===== src/rtl/my_arb8way16.sv =====
// Eight-requester arbiter feeding one 16-bit registered output with valid/ready.
// Round-robin (or fixed priority) winner select, one-hot ack, no overwrite of a pending word.
module my_arb8way16 #(
  parameter bit FIXED_PRIO = 1'b0
) (
  input  logic        clk,
  input  logic        rst_n,
  input  logic [7:0]  req,
  input  logic [15:0] in0,
  input  logic [15:0] in1,
  input  logic [15:0] in2,
  input  logic [15:0] in3,
  input  logic [15:0] in4,
  input  logic [15:0] in5,
  input  logic [15:0] in6,
  input  logic [15:0] in7,
  output logic [7:0]  ack,
  output logic [15:0] out,
  output logic        out_valid,
  input  logic        out_ready,
  output logic [2:0]  grant_sel
);

  // state | meaning
  // EMPTY | r_valid=0, nothing held for the consumer
  // FULL  | r_valid=1, r_out waits for out_ready
  typedef enum logic {EMPTY = 1'b0, FULL = 1'b1} state_t;

  state_t      r_state;
  logic        r_valid;
  logic [15:0] r_out;
  logic [2:0]  r_ptr;
  logic [2:0]  r_grant;

  logic        w_load;
  logic [2:0]  w_win;
  logic        w_found;
  logic [2:0]  w_idx;
  logic [15:0] w_out_next;

  always_comb begin
    w_win   = 3'd0;
    w_found = 1'b0;
    w_idx   = 3'd0;
    if (FIXED_PRIO) begin
      for (int i = 7; i >= 0; i--) begin
        if (req[i]) w_win = 3'(i);
      end
    end else begin
      // search wraps upward from the slot after the last winner
      for (int k = 1; k <= 8; k++) begin
        w_idx = r_ptr + 3'(k);
        if (!w_found && req[w_idx]) begin
          w_win   = w_idx;
          w_found = 1'b1;
        end
      end
    end
  end

  always_comb begin
    w_out_next = 16'h0000;
    case (w_win)
      3'd0: w_out_next = in0;
      3'd1: w_out_next = in1;
      3'd2: w_out_next = in2;
      3'd3: w_out_next = in3;
      3'd4: w_out_next = in4;
      3'd5: w_out_next = in5;
      3'd6: w_out_next = in6;
      3'd7: w_out_next = in7;
      default: w_out_next = 16'h0000;
    endcase
  end

  assign w_load = (req != 8'h00) && (!r_valid || out_ready);
  // gated by rst_n so ack stays low for the whole reset window
  assign ack    = (w_load && rst_n) ? (8'b1 << w_win) : 8'h00;

  always_ff @(posedge clk or negedge rst_n) begin
    if (!rst_n) begin
      r_state <= EMPTY;
      r_valid <= 1'b0;
      r_out   <= 16'h0000;
      r_ptr   <= 3'd7;
      r_grant <= 3'd0;
    end else begin
      case (r_state)
        EMPTY: begin
          if (w_load) begin
            r_state <= FULL;
            r_valid <= 1'b1;
            r_out   <= w_out_next;
            r_ptr   <= w_win;
            r_grant <= w_win;
          end
        end
        FULL: begin
          if (w_load) begin
            r_out   <= w_out_next;
            r_ptr   <= w_win;
            r_grant <= w_win;
          end else if (out_ready) begin
            r_state <= EMPTY;
            r_valid <= 1'b0;
          end
        end
        default: begin
          r_state <= EMPTY;
          r_valid <= 1'b0;
        end
      endcase
    end
  end

  assign out       = r_out;
  assign out_valid = r_valid;
  assign grant_sel = r_grant;

endmodule


===== config.mk =====
export PLATFORM = sky130hd
export DESIGN_NAME = my_arb8way16
export DESIGN_NICKNAME = d
export VERILOG_FILES = /design/src/rtl/my_arb8way16.sv
export SDC_FILE = /design/constraint.sdc
export NUM_CORES = 1
export LEC_CHECK = 0
export CAP_MARGIN = 20
export CORE_MARGIN = 8
export CORE_UTILIZATION = 44
export DETAILED_ROUTE_END_ITERATION = 8
export HOLD_SLACK_MARGIN = 0.12
export PLACE_DENSITY_LB_ADDON = 0.2
export SLEW_MARGIN = 20
export SYNTH_ARGS = -nofsm -noshare
export SYNTH_HDL_FRONTEND = slang
export SYNTH_SLANG_ARGS = --single-unit

===== constraint.sdc =====
create_clock -name clk -period 11.8 [get_ports clk]
set_input_delay 3.54 -clock clk [delete_from_list [all_inputs] [get_ports clk]]
set_output_delay 3.54 -clock clk [all_outputs]
set_load 0.02 [all_outputs]

==> results of run 1 <==
==> routing by layer <==
metal | vias up | track usage
li1 | 1704 | -
met1 | 1724 | 0.275
met2 | 164 | 0.409
met3 | 22 | 0.0817
met4 | 0 | 0.100
met5 | - | 0
==> sequential cells by signal, indices dropped and copies added, names as in the netlist <==
signal     count
out           16
grant_sel      3
r_ptr          3
out_valid      1
r_state        1
==> worst reg2reg max path: stages, from the launching register on <==
cell,delay [ps]
dfstp_2,880
inv_1,270
ha_1,750
mux2i_1,330
mux2i_1,130
o221a_2,340
nor4b_4,500
a221oi_2,270
nor2_8,420
buf_4,420
nand2_4,100
or3_1,660
o22ai_1,260
a31oi_1,60
==> area by class of cell <==
cell class | count | area (sq um)
Antenna cell | 1 | 2.50
Clock buffer | 4 | 55.1
Fill cell | 598 | 2250
Inverter | 6 | 22.5
Multi-Input combinational cell | 295 | 2430
Sequential cell | 24 | 604
Tap cell | 99 | 124
Timing Repair Buffer | 175 | 1730
==> layout by cell type, fill, tap and decap left out, types with 7 or more instances in the layout <==
cell,netlist,final
clkdlybuf4s50_1,0,166
buf_4,5,9
o211a_1,7,7
nand3_1,8,8
dfrtp_1,21,21
a22oi_1,8,8
nor2b_1,9,9
mux2i_1,39,39
nor3_1,7,7
o22ai_2,10,10
a21oi_1,26,25
a31oi_1,10,10
nor2_1,14,14
o21ai_0,15,15
nand2_1,27,27
mux4_2,8,8
a211oi_1,8,8
==> worst paths after layout <==
path | from | end | slack (ps) | depth (start not counted)
worst max-delay path | req[7] | ack[0] | 740 | 11
worst min-delay path | r_state | out_valid | 500 | 1
worst max register to register | r_ptr[0] | out[13] | 6250 | 13
worst min register to register | r_state | out_valid | 500 | 1
max in group asynchronous | rst_n | r_ptr[1] | 7890 | 2
min in group asynchronous | rst_n | out[1] | 3600 | 2
==> per-stage QoR <==
| step | cell area [sq um] | std cells | utilization | setup WS [ps] | hold WS, ps |
|---|---|---|---|---|---|
| after floorplan | 3260 | 358 | - | 2050 | 458 |
| after global placement | 4910 | 599 | 0.681 | 838 | 467 |
| after CTS | 4970 | 603 | 0.688 | 742 | 488 |
| final | 4970 | 604 | 0.689 | 740 | 497 |
| after global routing | 4970 | 603 | 0.688 | 403 | 533 |
| after detailed placement | 4910 | 599 | 0.681 | 746 | 475 |
==> kinds of logic after synthesis <==
kind of cell / after synthesis / share of synthesized area
DFF: 24 / 0.185
and+or+nand+nor: 91 / 0.160
AOI/OAI and AO/OA: 143 / 0.345
adders and majority gates: 2 / 0.00767
xor gates and xnor gates: 4 / 0.0176
buffers and inverters: 39 / 0.0748
muxes: 55 / 0.210
==> metrics.cfg, run 1 <==
[timing]
max_freq_ghz=0.0904
slew_violations=0
fin_setup_tns_ps=0
min_period_ps=11060
skew_ps=8.76
relSlewSlack=0.342
fin_crit_sh=0.937
finalSetupViolCount=0
hold_viol_final=0
rsz0062_at_grt=false
tightest_slew_ps=985

[hold_path]
holdCritPathClass=reg2reg

[detailed_routing]
drc_errors=0
dr_wl_met3_um=1100
viasPerCell=5.98
drt_wl_total_um=12800
vias=3614
wl_met2_um=6520
top_layer_used=met4
antenna_left=0
detail_route.wl_per_cell_um=21.2
dr.pass1.iters=5
m1WireLength_um=4860
detail_route.iter0.violations=155

[synth]
synthesis.area_sq_um=3260
syn_inst=358
yosysSeqAreaShare=0.185
netlist_top_cells_count=mux2i_1, nand2_1, a21oi_1
netlist_top_cells_area=dfrtp_1, mux2i_1, mux4_2
async_flop_share=1.00
synth_edf_count=0
yosys.area.top_type=dfrtp_1
synthDistinctLibCells=70
synthFlopType=dfrtp_1
yosys_warnings=0
yosysTopAreaCellShare=0.161
synth_seq_cells=24
synth_most_common_cell=mux2i_1
syn_area_per_cell_sq_um=9.11
syn_nets=499

[floorplan]
rows=31
die-area_sq_um=10400
die_w_um=102
die_h_um=102
top_level_ports=167
coreArea_sq_um=7210
start_util=0.452

[setup_path]
cp_slowest_cell=clkdlybuf4s50_1
worstPathRequired_ps=8260
cp.buffers_inverters=3
criticalPathCategory=in2out
critPathMostFrequentCell=clkdlybuf4s50_1
crit_fanout=29
cp-start-kind=input pin
cp_top_family=buffers and inverters
crit_arrival_ps=7520
endpoint_kind=primary output
worstPathCellList=clkdlybuf4s50_1, mux4_2, mux2i_4, o221ai_2, nor4b_4, a221oi_2, nor2_8, buf_4, nand2_4, nor3_1, clkdlybuf4s50_1
slowest_delay_ps=630

[clock_network]
clock_latency_ps=290
cts_hold_buf=0
cts.sinks=24
post_cts_resized=0
post_cts_buffers=0
cts.htree.levels=1
cts-root-buf=clkbuf_8
clk_path_buf_depth=2
cts_tree=built
path_clk_slew_ps=90
cts_made_buffers=3

[run_status]
status=complete, no violations

[grt]
grt_usage=0.243
antenna_found_initial=0
grt_pass1_wl_um=19700
grt_pass1_vias=3825
grt_max_degree=31
grt_overflow=0

[layout]
drive_above_1_share=0.123
area_growth_pct=52.3
fin_nets=646

[run]
drv_cap=0

[placed_design]
globalplace.congestion=0.890
port_buffers=166
dp_hpwl_um=10400

Power of run 1 is not shown: default switching activity piles up to over one toggle a cycle in this logic, so the estimate is an artifact.
==> inputs of run 2 (changes only) <==
--- a/config.mk
+++ b/config.mk
@@ -11,7 +11,6 @@
 export DETAILED_ROUTE_END_ITERATION = 8
 export HOLD_SLACK_MARGIN = 0.12
 export PLACE_DENSITY_LB_ADDON = 0.2
-export SLEW_MARGIN = 20
 export SYNTH_ARGS = -nofsm -noshare
 export SYNTH_HDL_FRONTEND = slang
 export SYNTH_SLANG_ARGS = --single-unit
==> results of run 2 <==
Same layout as run 1: the final DEF is identical, and so are final timing and power.
Power of run 2 is left out for the same reason.
==> inputs of run 3 (changes only) <==
--- a/config.mk
+++ b/config.mk
@@ -7,7 +7,7 @@
 export LEC_CHECK = 0
 export CAP_MARGIN = 20
 export CORE_MARGIN = 8
-export CORE_UTILIZATION = 44
+export CORE_UTILIZATION = 40
 export DETAILED_ROUTE_END_ITERATION = 8
 export HOLD_SLACK_MARGIN = 0.12
 export PLACE_DENSITY_LB_ADDON = 0.2
==> run 3 against run 2 <==
Compared with the run above: fmax is 1.2% lower; via count is 1.9% lower; largest cell class unchanged; non-clock buffer count is 2 lower; clock skew is 5.3 ps higher; die area is 8.4% higher; final cell count is 0.50% higher.
==> metrics.cfg, run 3 (synthesis gave the netlist of run 1 again) <==
[layout]
antennaDiodeCount=0
final_cell_mix=clkdlybuf4s50_1, mux2i_1, nand2_1
largest_reg_flops=16
fin_nets=644
area_growth_pct=52.5
drive_above_1_share=0.120
fill_cells=703
layout_commonest_cell=clkdlybuf4s50_1

[setup_path]
cp_slowest_cell=a221oi_2
critical_path_depth=10
worstPathCellList=clkdlybuf4s50_1, mux4_2, mux2i_2, o21ai_0, o211ai_1, a221oi_2, nor2_8, nor2b_2, nor3b_1, clkdlybuf4s50_1
criticalPathCategory=in2out
crit_fanout=35
cp.buffers_inverters=2
worstRegToRegCells=13
cp-start-kind=input pin
rrSetupSlack_ps=6250
endpoint_kind=primary output
worstPathRequired_ps=8260
critPathMostFrequentCell=clkdlybuf4s50_1
crit_arrival_ps=7650
slowest_delay_ps=860
cp_top_family=buffers and inverters

[clock_network]
path_clk_slew_ps=80
cts.sinks=24
clock_latency_ps=270
cts-root-buf=clkbuf_8
clk_path_buf_depth=2
post_cts_resized=0
cts_tree=built
cts_hold_buf=0
post_cts_buffers=0
cts.htree.levels=1
cts_made_buffers=3

[floorplan]
die_w_um=106
die-area_sq_um=11300
die_h_um=106
rows=33
top_level_ports=167
coreArea_sq_um=8050
start_util=0.405

[run_status]
status=complete, no violations

[detailed_routing]
dr.pass1.iters=4
vias=3545
detail_route.wl_per_cell_um=20.5
drc_errors=0
antenna_left=0
viasPerCell=5.84
drt_wl_total_um=12500
detail_route.iter0.violations=168

[timing]
finalSetupViolCount=0
hold_viol_final=0
min_period_ps=11190
tightest_slew_ps=995
rsz0062_at_grt=false
slew_violations=0
fin_setup_tns_ps=0
max_freq_ghz=0.0893
fin_crit_sh=0.948
relSlewSlack=0.337
skew_ps=14.1

[placed_design]
globalplace.congestion=0.993
port_buffers=166
dp_hpwl_um=9960

[grt]
grt_pass1_vias=3737
grt_overflow=0
grt_usage=0.212
antenna_found_initial=0
grt_max_degree=46
grt_pass1_wl_um=19500

[hold_path]
holdCritPathClass=reg2reg
hold_depth=1

[run]
drv_cap=0

## run 3: changes by cell type in the layout (fill, tap and decap cells not counted), sizes merged
cell / previous run / this run
bufinv: 0 / 1
clkbuf: 4 / 3
diode: 1 / 0
buf: 9 / 7
## run 3: metrics by stage
step	utilization	instances	hold slack (ps)	area (sq um)	setup WS [ps]
3_3_place_gp	0.609	603	459	4900	747
6_report	0.618	607	491	4970	608
3_5_place_dp	0.609	603	472	4900	647
5_1_grt	0.618	607	497	4970	283
2_1_floorplan	-	358	458	3260	2050
4_1_cts	0.618	607	492	4970	648
## run 3: metal layers
layer,up-vias,part of all wire,GRT usage
met2,167,0.50,0.372
li1,1698,-,-
met4,0,0.011,0.0352
met5,-,0,0
met1,1668,0.40,0.249
met3,12,0.091,0.0690
## run 3: final timing paths
| kind | startpoint | end |
|---|---|---|
| setup reg to reg | r_ptr[0] | out[6] |
| setup / recovery | req[5] | ack[4] |
| hold reg to reg | grant_sel[1] | grant_sel[1] |
| max in group asynchronous | rst_n | r_ptr[2] |
| min in group asynchronous | rst_n | out[5] |
| hold / removal | grant_sel[1] | grant_sel[1] |
## run 3: layout make-up
cell class / count / area (sq um) / share of cell area
Multi-Input combinational cell: 295 / 2430 / 0.489
Timing Repair Buffer: 173 / 1710 / 0.345
Sequential cell: 24 / 604 / 0.121
Tap cell: 105 / 131 / 0.0264
Clock inverter: 1 / 30.0 / 0.00604
Inverter: 6 / 22.5 / 0.00453
Clock buffer: 3 / 41.3 / 0.00830
Power of run 3 is left out for the same reason.
